--- src/rtl/mt9v034_lvds_word_aligner.sv ---
// MT9V034 LVDS word aligner: locates the start/stop framing inside 12-bit SERDES chunks and emits 10-bit pixels.
// Define MT9V034_ALIGN_STATS_EN to add the saturating frame/error/relock statistics counters.
module mt9v034_lvds_word_aligner #(
  parameter int LOCK_COUNT = 16,
  parameter int ERR_LIMIT  = 4
) (
  input  logic        clk,
  input  logic        rst,
  input  logic [11:0] raw_data,
  input  logic        raw_valid,
  output logic [9:0]  pix_data,
  output logic        pix_valid,
  output logic        locked,
  output logic        frame_err,
  output logic [3:0]  offset
`ifdef MT9V034_ALIGN_STATS_EN
  ,
  input  logic        stat_clr,
  output logic [31:0] stat_frames,
  output logic [15:0] stat_errs,
  output logic [7:0]  stat_relocks
`endif
);

  typedef enum logic [1:0] {
    HUNT   = 2'd0,
    VERIFY = 2'd1,
    LOCKED = 2'd2
  } state_t;

  localparam logic [7:0] LOCK_CNT_C = 8'(LOCK_COUNT);
  localparam logic [7:0] ERR_LIM_C  = 8'(ERR_LIMIT);

  state_t      state_r;
  logic [11:0] prev_r;
  logic [7:0]  good_r;
  logic [7:0]  err_r;
  logic [3:0]  offset_r;
  logic [9:0]  pix_data_r;
  logic        pix_valid_r;
  logic        locked_r;
  logic        frame_err_r;

  logic [23:0] window_s;
  logic [11:0] frame_s;
  logic        match_s;
  logic [3:0]  offset_inc_s;
  logic [7:0]  good_inc_s;
  logic [7:0]  err_inc_s;
  logic        enter_lock_s;
  logic        emit_pix_s;
  logic        err_evt_s;
  logic        drop_s;

  function automatic logic [7:0] sat_inc8(input logic [7:0] v);
    return (v == 8'hFF) ? v : v + 8'd1;
  endfunction

  // A frame is start bit (1) first, stop bit (0) last
  function automatic logic frame_ok(input logic [11:0] f);
    return f[0] & ~f[11];
  endfunction

  assign window_s     = {raw_data, prev_r};
  assign frame_s      = 12'(window_s >> offset_r);
  assign match_s      = frame_ok(frame_s);
  assign offset_inc_s = (offset_r == 4'd11) ? 4'd0 : offset_r + 4'd1;
  assign good_inc_s   = sat_inc8(good_r);
  assign err_inc_s    = sat_inc8(err_r);

  assign enter_lock_s = match_s &&
                        (((state_r == HUNT) && (LOCK_CNT_C <= 8'd1)) ||
                         ((state_r == VERIFY) && (good_inc_s >= LOCK_CNT_C)));
  assign emit_pix_s   = ((state_r == LOCKED) && match_s) || enter_lock_s;
  assign err_evt_s    = (state_r == LOCKED) && !match_s;
  assign drop_s       = err_evt_s && (err_inc_s >= ERR_LIM_C);

  assign pix_data  = pix_data_r;
  assign pix_valid = pix_valid_r;
  assign locked    = locked_r;
  assign frame_err = frame_err_r;
  assign offset    = offset_r;

  // Alignment FSM with registered pixel, lock and framing-error outputs
  always_ff @(posedge clk) begin
    if (rst) begin
      state_r     <= HUNT;
      offset_r    <= 4'd0;
      prev_r      <= 12'd0;
      good_r      <= 8'd0;
      err_r       <= 8'd0;
      pix_data_r  <= 10'd0;
      pix_valid_r <= 1'b0;
      locked_r    <= 1'b0;
      frame_err_r <= 1'b0;
    end else if (raw_valid) begin
      prev_r      <= raw_data;
      pix_valid_r <= emit_pix_s;
      frame_err_r <= err_evt_s;
      if (emit_pix_s) begin
        pix_data_r <= frame_s[10:1];
      end
      case (state_r)
        HUNT: begin
          if (enter_lock_s) begin
            state_r  <= LOCKED;
            locked_r <= 1'b1;
            good_r   <= 8'd1;
            err_r    <= 8'd0;
          end else if (match_s) begin
            state_r <= VERIFY;
            good_r  <= 8'd1;
          end else begin
            offset_r <= offset_inc_s;
          end
        end
        VERIFY: begin
          if (enter_lock_s) begin
            state_r  <= LOCKED;
            locked_r <= 1'b1;
            good_r   <= good_inc_s;
            err_r    <= 8'd0;
          end else if (match_s) begin
            good_r <= good_inc_s;
          end else begin
            state_r  <= HUNT;
            offset_r <= offset_inc_s;
            good_r   <= 8'd0;
          end
        end
        LOCKED: begin
          if (match_s) begin
            err_r <= 8'd0;
          end else if (drop_s) begin
            // Offset is kept so the hunt restarts at the last known-good position
            state_r  <= HUNT;
            locked_r <= 1'b0;
            good_r   <= 8'd0;
            err_r    <= err_inc_s;
          end else begin
            err_r <= err_inc_s;
          end
        end
        default: begin
          state_r  <= HUNT;
          locked_r <= 1'b0;
          good_r   <= 8'd0;
          err_r    <= 8'd0;
        end
      endcase
    end else begin
      pix_valid_r <= 1'b0;
      frame_err_r <= 1'b0;
    end
  end

`ifdef MT9V034_ALIGN_STATS_EN
  logic [31:0] stat_frames_r;
  logic [15:0] stat_errs_r;
  logic [7:0]  stat_relocks_r;

  assign stat_frames  = stat_frames_r;
  assign stat_errs    = stat_errs_r;
  assign stat_relocks = stat_relocks_r;

  // Saturating event counters; a clear overrides a coincident event
  always_ff @(posedge clk) begin
    if (rst || stat_clr) begin
      stat_frames_r  <= 32'd0;
      stat_errs_r    <= 16'd0;
      stat_relocks_r <= 8'd0;
    end else begin
      if (raw_valid && emit_pix_s && (stat_frames_r != 32'hFFFF_FFFF)) begin
        stat_frames_r <= stat_frames_r + 32'd1;
      end
      if (raw_valid && err_evt_s && (stat_errs_r != 16'hFFFF)) begin
        stat_errs_r <= stat_errs_r + 16'd1;
      end
      if (raw_valid && drop_s && (stat_relocks_r != 8'hFF)) begin
        stat_relocks_r <= stat_relocks_r + 8'd1;
      end
    end
  end
`endif

endmodule

--- config.mk ---
export PLATFORM = sky130hd
export DESIGN_NAME = mt9v034_lvds_word_aligner
export DESIGN_NICKNAME = d
export VERILOG_FILES = /design/src/rtl/mt9v034_lvds_word_aligner.sv
export SDC_FILE = /design/constraint.sdc
export NUM_CORES = 1
export LEC_CHECK = 0
export CORE_ASPECT_RATIO = 1.75
export CORE_MARGIN = 1
export CORE_UTILIZATION = 30
export DETAILED_ROUTE_END_ITERATION = 7
export PLACE_DENSITY = 0.44
export REMOVE_ABC_BUFFERS = 1
export SLEW_MARGIN = 15
export SYNTH_ARGS = -nofsm -noshare
export SYNTH_HDL_FRONTEND = slang
export SYNTH_SLANG_ARGS = --single-unit
--- constraint.sdc ---
create_clock -name clk -period 3.3 [get_ports clk]
set_clock_uncertainty 0.2 [all_clocks]
set_input_delay 0.495 -clock clk [delete_from_list [all_inputs] [get_ports clk]]
set_output_delay 0.495 -clock clk [all_outputs]
set_load 0.1 [all_outputs]
==> impl_metrics.ini <==
[clocking]
clock_latency_ns = 0.29
cts_tree = done
cts.path.max_buffers = 2
cts_setup_buffers = 0
cts_buffers = 5
ctsResizeCount = 0
hold_buffers = 0
cts_sinks = 47
htreeDepth = 2
cts-root-buf = clkbuf_16
path_clk_slew_ns = 0.07

[die]
num_rows = 50
die_height_um = 140
ios = 32
start_util_pct = 30.8
dieWidth_um = 81.0
die_area_um2 = 11400
coreArea_um2 = 10600

[timing]
holdWs_ns = 0.253
grt_setup_unrepaired = no
post-route-period-util_pct = 87.2
fmax_ghz = 0.347
final-setup-viol-count = 0
worstMarginPinSlew_ns = 0.661
relSlewSlack_pct = 55.9
finalCriticalPeriod_ns = 2.88
hold_viol_final = 0
finalMaxSlewViolations = 0
final.setup.worst_slack_ns = 0.422

[setup_path]
critPathCaptureType = flop
critPathMaxStageDelay_ns = 0.61
cp-start-kind = flop
worstPathCellList = buf_4, mux2i_1, nand2_1, a31oi_4, o21ai_2, o21ai_2, buf_4, a21oi_1, a211oi_2
r2r_cells = 9
arrival_ns = 2.89
worst-setup-path-type = reg -> reg
crit_fanout = 9
required_ns = 3.32
reg2reg_from = offset[1]
critPathLaunch = offset[1]
critical_path.slowest_cell = dfxtp_1

[power]
total_power_mw = 1.48
power_density_nw_per_um2 = 382
p_leak_nw = 1.42
vdd_drop_max_mv = 0.181

[global_routing]
groute.usage.overall_pct = 18.4
grt_start_max_net_pins = 31
grt_pass1_vias = 2950
gr-total-overflow = 0
grt_pass1_wl_um = 15600
antenna_found_initial = 0

[synthesis]
synth_edf_count = 0
synthCells = 367
yosys_warnings = 0
synthArstFlopShare_pct = 0
seq_area_frac_synth_pct = 28.7
synth_area_per_cell_um2 = 8.94
ys_top_cells_by_area = dfxtp_1 29%, mux2i_1 12%, mux4_2 8.2%
yosysUniqueCellTypes = 67
syn_area_um2 = 3280
yosysTopAreaCell = dfxtp_1
synth_top_area_share_pct = 28.7
ys_seq_elements = 47
synthFlopType = dfxtp_1

[min_path]
hold_path_depth = 2
min_path_type = reg -> reg
hp-start = pix_data[9]

[flow_run]
cap_violations = 0

[route]
dr.pass1.iters = 4
antenna_left = 0
vias = 2905
vias_per_cell = 5.50
routedWlPerCell_um = 18.6
post-route-drc-count = 0
drt_iter0_markers = 161
totalWireLength_um = 9840

[status]
outcome = completed

[placed_design]
gp_congestion = 0.836
place_area_um2 = 3720
hpwl_um = 7700
dpl.cell_count = 521
dpl_worst_slack_ns = 0.256
port-buffer-count = 31

[cells_and_area]
final_cell_count_no_fill = 528
drive_gt1_share_pct = 21.4
fillers = 1156
syn2layout_area_growth_pct = 18.3
antenna_cells = 0
final_nets = 416
finalInstanceArea_um2 = 3880
power by group:
part | internal, mW | switching [mW] | leakage, nW
Clock | 0.354 | 0.221 | 0.0769
Combinational | 0.135 | 0.174 | 0.957
Sequential | 0.580 | 0.0191 | 0.381
state kept, by name, summed over array words and instances, names as in the netlist:
signal     cells
state_r        2
prev_r        12
frame_err      1
err_r          8
pix_valid      1
offset         4
good_r         8
locked         1
pix_data      10
cell type report:
| cell class | instances | area [µm²] | share of cell area, % |
|---|---|---|---|
| inverters | 10 | 37.5 | 0.967 |
| repair buffers | 52 | 433 | 11.2 |
| flip-flops and latches | 47 | 941 | 24.3 |
| clock inverters | 1 | 30.0 | 0.774 |
| well taps | 130 | 163 | 4.19 |
| clock buffers | 6 | 129 | 3.32 |
| multi-input cells | 282 | 2150 | 55.3 |
placed cells by master (no fill, tap or decap), types with 9 or more instances in the layout:
| cell type | synthesis | layout |
|---|---|---|
| o21ai_0 | 20 | 20 |
| a21oi_1 | 18 | 18 |
| buf_4 | 3 | 37 |
| mux2i_1 | 39 | 39 |
| nand3_1 | 16 | 16 |
| dfxtp_1 | 47 | 47 |
| nor2_1 | 43 | 43 |
| clkdlybuf4s50_1 | 0 | 13 |
| mux4_2 | 12 | 12 |
| nand2_1 | 34 | 34 |
| inv_1 | 9 | 9 |
path summary, 6_finish.rpt:
path / endpoint / slack, ns
worst max-delay path: err_r[3] / 0.42
worst min-delay path: pix_data[9] / 0.25
worst max register to register: err_r[3] / 0.42
worst min register to register: pix_data[9] / 0.25
stage by stage:
step | utilization (%) | setup TNS [ns]
4_1_cts | 36.5 | 0
5_1_grt | 36.5 | 0
6_report | 36.5 | 0
3_3_place_gp | 35.0 | 0
3_5_place_dp | 35.0 | 0
2_1_floorplan | - | -13.98
per-layer routing:
| metal | global-route usage, % | vias up | wire, µm | part of all wire [%] |
|---|---|---|---|---|
| met5 | 0 | - | 0 | 0 |
| met4 | 12.6 | 0 | 646 | 6.6 |
| met3 | 2.28 | 30 | 264 | 2.7 |
| met2 | 33.6 | 82 | 5310 | 54 |
| met1 | 18.7 | 1359 | 3620 | 37 |
| li1 | - | 1434 | - | - |
critical path: cells and delay by family (launching register included):
kind                   cells  cell delay (ns)
multiplexers               1             0.38
flip-flops                 1             0.61
AO/OA/AOI/OAI              5             0.96
buffers and inverters      2             0.48
AND/OR/NAND/NOR            1             0.18
cells in the mapped netlist, types with 4 or more instances:
cell,instances
buf_2,5
inv_1,9
nor3_1,4
and3_1,4
mux2i_1,39
mux4_2,12
a31oi_1,7
nand3_1,16
dfxtp_1,47
mux2_2,7
clkbuf_1,14
a211oi_1,6
a21oi_1,18
nor2_1,43
nand2_1,34
nor2b_1,4
o21ai_0,20
logic make-up (layout without fill, tap and decap cells):
logic type,count (synthesis),after routing,share of synthesized area [%]
AOI/OAI and AO/OA,94,94,21.9
DFF,47,47,28.7
adders and majority gates,3,3,1.14
muxes,60,60,23.8
and+or+nand+nor,124,124,18.4
xor gates and xnor gates,1,1,0.267
buffers and inverters,38,69,5.84
No activity file was read; power rests on OpenSTA's default activity.
